`src/rtl/cipher_io_pkg.sv`:
```
// Definitions shared by the cipher output stages: UART frame constants and FSM state type.
package cipher_io_pkg;

  localparam int UART_DATA_BITS       = 8;
  localparam int DEFAULT_CLKS_PER_BIT = 16;

  typedef enum logic [1:0] {
    IDLE,
    START,
    DATA,
    STOP
  } uart_state_t;

endpackage

```
`src/rtl/cipher_uart_tx_if.sv`:
```
// Valid/ready byte stream from the cipher coder into the UART transmitter.
interface cipher_uart_tx_if;
  import cipher_io_pkg::*;

  logic                      valid;
  logic [UART_DATA_BITS-1:0] data;
  logic                      ready;

  modport master (output valid, output data, input  ready);
  modport slave  (input  valid, input  data, output ready);

endinterface

```
`src/rtl/cipher_uart_tx_byte_fifo.sv`:
```
// Show-ahead byte FIFO with synchronous flush; a full FIFO rejects pushes even when popping.
module byte_fifo #(
  parameter  int DEPTH = 8,
  localparam int AW    = $clog2(DEPTH),
  localparam int CW    = AW + 1
) (
  input  logic          clk,
  input  logic          rst,
  input  logic          clear,
  input  logic          push,
  input  logic [7:0]    din,
  input  logic          pop,
  output logic [7:0]    dout,
  output logic [CW-1:0] count,
  output logic          full,
  output logic          empty
);

  logic [7:0]    mem [DEPTH];
  logic [AW-1:0] wr_ptr;
  logic [AW-1:0] rd_ptr;
  logic          do_push;
  logic          do_pop;

  assign full    = (count == CW'(DEPTH));
  assign empty   = (count == '0);
  assign do_push = push && !full && !clear;
  assign do_pop  = pop && !empty && !clear;
  assign dout    = mem[rd_ptr];

  // NOTE: sequential state is updated with <= so every register samples pre-edge values.
  always_ff @(posedge clk) begin
    if (rst || clear) begin
      wr_ptr <= '0;
      rd_ptr <= '0;
      count  <= '0;
    end else begin
      if (do_push) wr_ptr <= wr_ptr + AW'(1);
      if (do_pop)  rd_ptr <= rd_ptr + AW'(1);
      case ({do_push, do_pop})
        2'b10:   count <= count + CW'(1);
        2'b01:   count <= count - CW'(1);
        default: count <= count;
      endcase
    end
  end

  // NOTE: storage is not reset; entries are only read after a push has written them.
  always_ff @(posedge clk) begin
    if (do_push && !rst) mem[wr_ptr] <= din;
  end

endmodule

```
`src/rtl/cipher_uart_tx.sv`:
```
// Buffers ciphertext bytes and serialises them as 8N1 frames on a registered, idle-high tx pin.
module cipher_uart_tx
  import cipher_io_pkg::*;
#(
  parameter int CLKS_PER_BIT = DEFAULT_CLKS_PER_BIT,
  parameter int FIFO_DEPTH   = 8,
  parameter int CNT_W        = $clog2(FIFO_DEPTH) + 1
) (
  input  logic             clk,
  input  logic             rst,
  input  logic             clear,
  cipher_uart_tx_if.slave  in_bus,
  output logic             tx,
  output logic             busy,
  output logic [CNT_W-1:0] fifo_count,
  output logic             overflow
);

  localparam int                  BAUD_W    = $clog2(CLKS_PER_BIT);
  localparam logic [BAUD_W-1:0]   BAUD_LAST = BAUD_W'(CLKS_PER_BIT - 1);
  localparam logic [2:0]          LAST_BIT  = 3'(UART_DATA_BITS - 1);

  uart_state_t               state, state_nx;
  logic [BAUD_W-1:0]         baud_cnt, baud_nx;
  logic [2:0]                bit_idx, bit_nx;
  logic [UART_DATA_BITS-1:0] shift, shift_nx;
  logic                      tx_nx;
  logic                      pop;
  logic                      baud_done;
  logic [7:0]                fifo_dout;
  logic                      fifo_full;
  logic                      fifo_empty;

  byte_fifo #(.DEPTH(FIFO_DEPTH)) u_fifo (
    .clk   (clk),
    .rst   (rst),
    .clear (clear),
    .push  (in_bus.valid && in_bus.ready),
    .din   (in_bus.data),
    .pop   (pop),
    .dout  (fifo_dout),
    .count (fifo_count),
    .full  (fifo_full),
    .empty (fifo_empty)
  );

  assign in_bus.ready = !fifo_full;
  assign busy         = (state != IDLE);
  assign baud_done    = (baud_cnt == BAUD_LAST);

  // NOTE: every output of this block gets a default first, so no path can infer a latch.
  always_comb begin
    state_nx = state;
    baud_nx  = baud_cnt + BAUD_W'(1);
    bit_nx   = bit_idx;
    shift_nx = shift;
    tx_nx    = tx;
    pop      = 1'b0;
    unique case (state)
      IDLE: begin
        baud_nx = '0;
        tx_nx   = 1'b1;
        // A flush in progress takes precedence over starting a new frame.
        if (!fifo_empty && !clear) begin
          pop      = 1'b1;
          shift_nx = fifo_dout;
          tx_nx    = 1'b0;
          state_nx = START;
        end
      end
      START: begin
        if (baud_done) begin
          baud_nx  = '0;
          bit_nx   = '0;
          tx_nx    = shift[0];
          state_nx = DATA;
        end
      end
      DATA: begin
        if (baud_done) begin
          baud_nx = '0;
          if (bit_idx == LAST_BIT) begin
            tx_nx    = 1'b1;
            state_nx = STOP;
          end else begin
            shift_nx = shift >> 1;
            tx_nx    = shift[1];
            bit_nx   = bit_idx + 3'd1;
          end
        end
      end
      STOP: begin
        if (baud_done) begin
          baud_nx  = '0;
          state_nx = IDLE;
        end
      end
      default: state_nx = IDLE;
    endcase
  end

  always_ff @(posedge clk) begin
    if (rst) begin
      state    <= IDLE;
      baud_cnt <= '0;
      bit_idx  <= '0;
      shift    <= '0;
      tx       <= 1'b1;
    end else begin
      state    <= state_nx;
      baud_cnt <= baud_nx;
      bit_idx  <= bit_nx;
      shift    <= shift_nx;
      tx       <= tx_nx;
    end
  end

  always_ff @(posedge clk) begin
    if (rst || clear)                       overflow <= 1'b0;
    else if (in_bus.valid && !in_bus.ready) overflow <= 1'b1;
  end

endmodule

```
`src/flat_wrapper.sv`:
```
// flat-port wrapper written by rule: the top's interface ports become plain ports
module cipher_uart_tx_flat import cipher_io_pkg::*;
#(
  parameter int CLKS_PER_BIT = DEFAULT_CLKS_PER_BIT,
  parameter int FIFO_DEPTH   = 8,
  parameter int CNT_W        = $clog2(FIFO_DEPTH) + 1
)
  (clk, rst, clear, tx, busy, fifo_count, overflow, in_bus_valid, in_bus_data, in_bus_ready);
  cipher_uart_tx_if in_bus_i ();
  input  logic clk;
  input  logic rst;
  input  logic clear;
  output logic tx;
  output logic busy;
  output logic [CNT_W-1:0] fifo_count;
  output logic overflow;
  input wire logic [$bits(in_bus_i.valid)-1:0] in_bus_valid;
  input wire logic [$bits(in_bus_i.data)-1:0] in_bus_data;
  output wire logic [$bits(in_bus_i.ready)-1:0] in_bus_ready;
  assign in_bus_i.valid = in_bus_valid;
  assign in_bus_i.data = in_bus_data;
  assign in_bus_ready = in_bus_i.ready;
  cipher_uart_tx #(.CLKS_PER_BIT(CLKS_PER_BIT), .FIFO_DEPTH(FIFO_DEPTH), .CNT_W(CNT_W)) u_core (.clk(clk), .rst(rst), .clear(clear), .in_bus(in_bus_i), .tx(tx), .busy(busy), .fifo_count(fifo_count), .overflow(overflow));
endmodule
```
`config.mk`:
```
export PLATFORM = sky130hd
export DESIGN_NAME = cipher_uart_tx_flat
export DESIGN_NICKNAME = d
export VERILOG_FILES = /design/src/rtl/cipher_io_pkg.sv /design/src/rtl/cipher_uart_tx_if.sv /design/src/rtl/cipher_uart_tx_byte_fifo.sv /design/src/rtl/cipher_uart_tx.sv /design/src/flat_wrapper.sv
export SDC_FILE = /design/constraint.sdc
export NUM_CORES = 1
export LEC_CHECK = 0
export CELL_PAD_IN_SITES_DETAIL_PLACEMENT = 1
export CELL_PAD_IN_SITES_GLOBAL_PLACEMENT = 1
export CORE_AREA = 2 2 134 136
export DETAILED_ROUTE_END_ITERATION = 6
export DIE_AREA = 0 0 136 138
export GPL_ROUTABILITY_DRIVEN = 0
export PLACE_DENSITY_LB_ADDON = 0.1
export SKIP_CTS_REPAIR_TIMING = 1
export SYNTH_ARGS = -nofsm -noshare
export SYNTH_HDL_FRONTEND = slang
export SYNTH_HIERARCHICAL = 1
export SYNTH_SLANG_ARGS = --single-unit
```
`constraint.sdc`:
```
create_clock -name clk -period 3 [get_ports clk]
set_clock_uncertainty 0.1 [all_clocks]
set_input_delay 0.6 -clock clk [delete_from_list [all_inputs] [get_ports clk]]
set_output_delay 0.6 -clock clk [all_outputs]
set_load 0.05 [all_outputs]
```
==> impl_results.md <==
- Dpl hpwl: 6.14 mm
- I/O Pins: 20
- Global-route wire length before repair: 15.0 mm
- Netlist Area Pre-Place: 4290 µm²
- Drt total wl: 9.29 mm
- Max layer used: met4
- Mean Syn Cell Area: 15.0 µm²
- Cell count of the worst reg-to-reg path: 12
- Number of buffers created by CTS: 9
- Leak: 1.75 nW
- Routed Antenna Nets: 0
- Setup TNS: 0 ps
- Core area: 17,500 µm²
- Register area share after synthesis: 59.8%
- R2r startpoint: u_core/state[0]
- CTS H-Tree Depth: 3
- Number of global-route vias before repair: 2,596
- Starting Density: 24.5%
- Final Hold Fails: 0
- DRC: 0
- Tightest Pin Transition: 527 ps
- WP data required: 2300 ps
- Die area: 18,800 µm²
- XOR/XNOR Fraction of Synth Area: 1.43%
- Layout cells sized above 1: 19.0%
- TritonCTS clock tree: yes
- Initial antenna violation count: 0
- Crit path launch type: flop
- Drt pass-1 iters: 4
- Clk_lat worst skew: 350 ps
- CTS sink cnt: 96
- Fmax: 0.369 GHz
- Clock buffer depth: 2
- Slew Limit Fails: 0
- # port buffers: 19
- Unique masters post-synth: 48
- Vias per inst: 4.33
- Final period utilization: 90.4%
- Worst-path clk slew: 80 ps
- Layout Area Growth over Synthesis: 20.0%
- FP Rows: 49
- Post-synth EDFFs: 64
- DR WL met2: 4.59 mm
- Mapped Nets: 311
- WHS Path Cells: 1
- Hold crit path type: flop to flop
- Synth Instances: 285
- R2R Setup Slk: 410 ps
- #FFs+latches synth: 96
- Nets@finish: 347
- RSZ-0062 raised after global routing: no
- Largest family of logic cells by synthesized area: multiplexers
- Worst slew margin: 64.9%
- Minimum clock period: 2710 ps
- Root buf cell: clkbuf_16
- Post-Synth Adder-Cell Area: 4.26%
- Hold_sp: u_core/baud_cnt[0]
- Max-Cap Viols: 0
- Ys flop type: edfxtp_1
- Metal3 WL: 199 µm
- Mux contribution to synthesized area: 17.6%
- Critical Path AT: 2010 ps
- Yosys warns: 6
- Via count: 2,402
- Die H: 138 µm
- Post-synthesis compound-gate area fraction: 3.44%
- Worst Path Max Fanout: 6
- Wl on met1: 4.38 mm
- Post-Synth Simple-Gate Area: 10.9%
- WHS Endpoint: u_core/baud_cnt[0]
- CP Class: flop to output port
- Die X: 136 µm
- Largest net degree at the start of global routing: 32
- VDD IR-drop max: 0.274 mV
- DRT iter0 DRCs: 84
- FFs w/ async S/R, synth: 0%
- Wire per inst: 16.7 µm
- Crit end category: output port
- GRT Overall Usage: 10.8%
- Final Power: 3.04 mW
- Antenna cells: 0
- Worst r2r dst: u_core/u_fifo/count[2]
- PD cells: 591 nW/µm²
- Endpoints failing setup: 0
- Grt ovf: 0
- Status: finished, final reports clean
[per-layer routing]
metal | vias up | GRT usage, %
li1 | 1152 | -
met1 | 1227 | 14.2
met2 | 16 | 17.2
met3 | 7 | 3.30
met4 | 0 | 3.29
met5 | - | 0
[where the power goes]
| group | switching [mW] | internal [mW] | leakage (nW) |
|---|---|---|---|
| Sequential | 0.0306 | 1.46 | 0.835 |
| Clock | 0.596 | 0.603 | 0.153 |
| Combinational | 0.185 | 0.171 | 0.759 |
| Total | 0.811 | 2.23 | 1.75 |
[sequential cells by signal (all words and copies together) (netlist names), named ones only]
register,cells
u_core/tx,1
u_core/u_fifo/rd_ptr,3
u_core/baud_cnt,4
u_core/u_fifo/count,4
u_core/shift,8
u_core/bit_idx,3
u_core/u_fifo/mem,64
u_core/u_fifo/wr_ptr,3
u_core/overflow,1
u_core/state,2
[worst max path at each step]
| stage | from | to | slack [ps] |
|---|---|---|---|
| 2_1_floorplan | u_core/u_fifo/count[0] | u_core/u_fifo/mem[0][0] | 190 |
| 3_3_place_gp | in_bus_valid | u_core/u_fifo/count[3] | 120 |
| 3_5_place_dp | in_bus_valid | u_core/u_fifo/count[3] | 20 |
| 4_1_cts | u_core/u_fifo/count[0] | in_bus_ready | 240 |
| 5_1_grt | u_core/state[0] | u_core/u_fifo/count[2] | 50 |
| 6_report | u_core/u_fifo/count[0] | in_bus_ready | 290 |
[final cells by class]
cell class	instances	area [µm²]
clock inverter	7	88.8
tap	229	287
fill	1882	12400
clock buffer	9	225
inverter	9	33.8
multi-input combinational	168	1630
sequential	96	2560
timing repair buffer	37	325
[cell usage in the layout, fill, tap and decap left out, types with 4 or more instances in the layout]
| cell | count |
|---|---|
| edfxtp_1 | 64 |
| nor2_1 | 32 |
| dfxtp_1 | 32 |
| clkdlybuf4s50_1 | 19 |
| buf_4 | 18 |
| mux4_1 | 16 |
| mux2i_1 | 14 |
| ha_1 | 13 |
| nand2b_1 | 11 |
| clkbuf_16 | 9 |
| inv_1 | 9 |
| nor2b_1 | 9 |
| mux2_2 | 8 |
| mux2_4 | 7 |
| a21oi_1 | 6 |
| nand2_1 | 5 |
| nor3_1 | 4 |
| xnor2_1 | 4 |
[stage by stage]
step	worst slack [ps]	utilization (%)	cells	hold WS, ps	cell area, µm²
after floorplan	194	-	285	318	4290
after global placement	117	27.6	539	337	4830
after detailed placement	20.8	27.6	539	354	4830
after CTS	239	29.4	555	377	5150
after global routing	50.5	29.4	555	395	5150
final	287	29.4	555	364	5150
[kinds of logic after synthesis]
| kind of cell | Yosys count |
|---|---|
| flip-flops | 96 |
| buffers and inverters | 21 |
| multiplexers | 45 |
| adder cells (fa/ha/maj) | 14 |
| AND/OR/NAND/NOR | 82 |
| AO/OA/AOI/OAI | 20 |
| XOR/XNOR | 7 |
[cell usage after synthesis, types with 2 or more instances]
cell	n	share of area [%]
buf_2	2	0.23
o21ai_0	2	0.23
mux2_2	8	2.1
nand2b_1	11	1.6
ha_1	13	3.8
clkbuf_1	5	0.44
nand2_1	5	0.44
nor3b_2	2	0.58
buf_6	2	0.53
nor4_1	2	0.29
mux2i_1	14	3.3
xor2_1	3	0.61
mux2_4	7	2.5
xnor2_1	4	0.82
or3b_2	2	0.41
or2_2	2	0.29
edfxtp_1	64	45
a21oi_1	6	0.70
nor2_1	32	2.8
mux4_1	16	9.8
nand3_1	2	0.23
dfxtp_1	32	15
nor2b_1	9	1.3
nand3b_1	3	0.53
inv_1	9	0.79
nor3_1	4	0.47
buf_1	2	0.18
nor4bb_1	2	0.47
[critical path: stages, from the launching register on]
cell	delay, ps
dfxtp_1	390
nor4b_2	340
buf_4	190
inv_1	50
clkdlybuf4s50_1	700
Power figures use the tool's default switching activity.
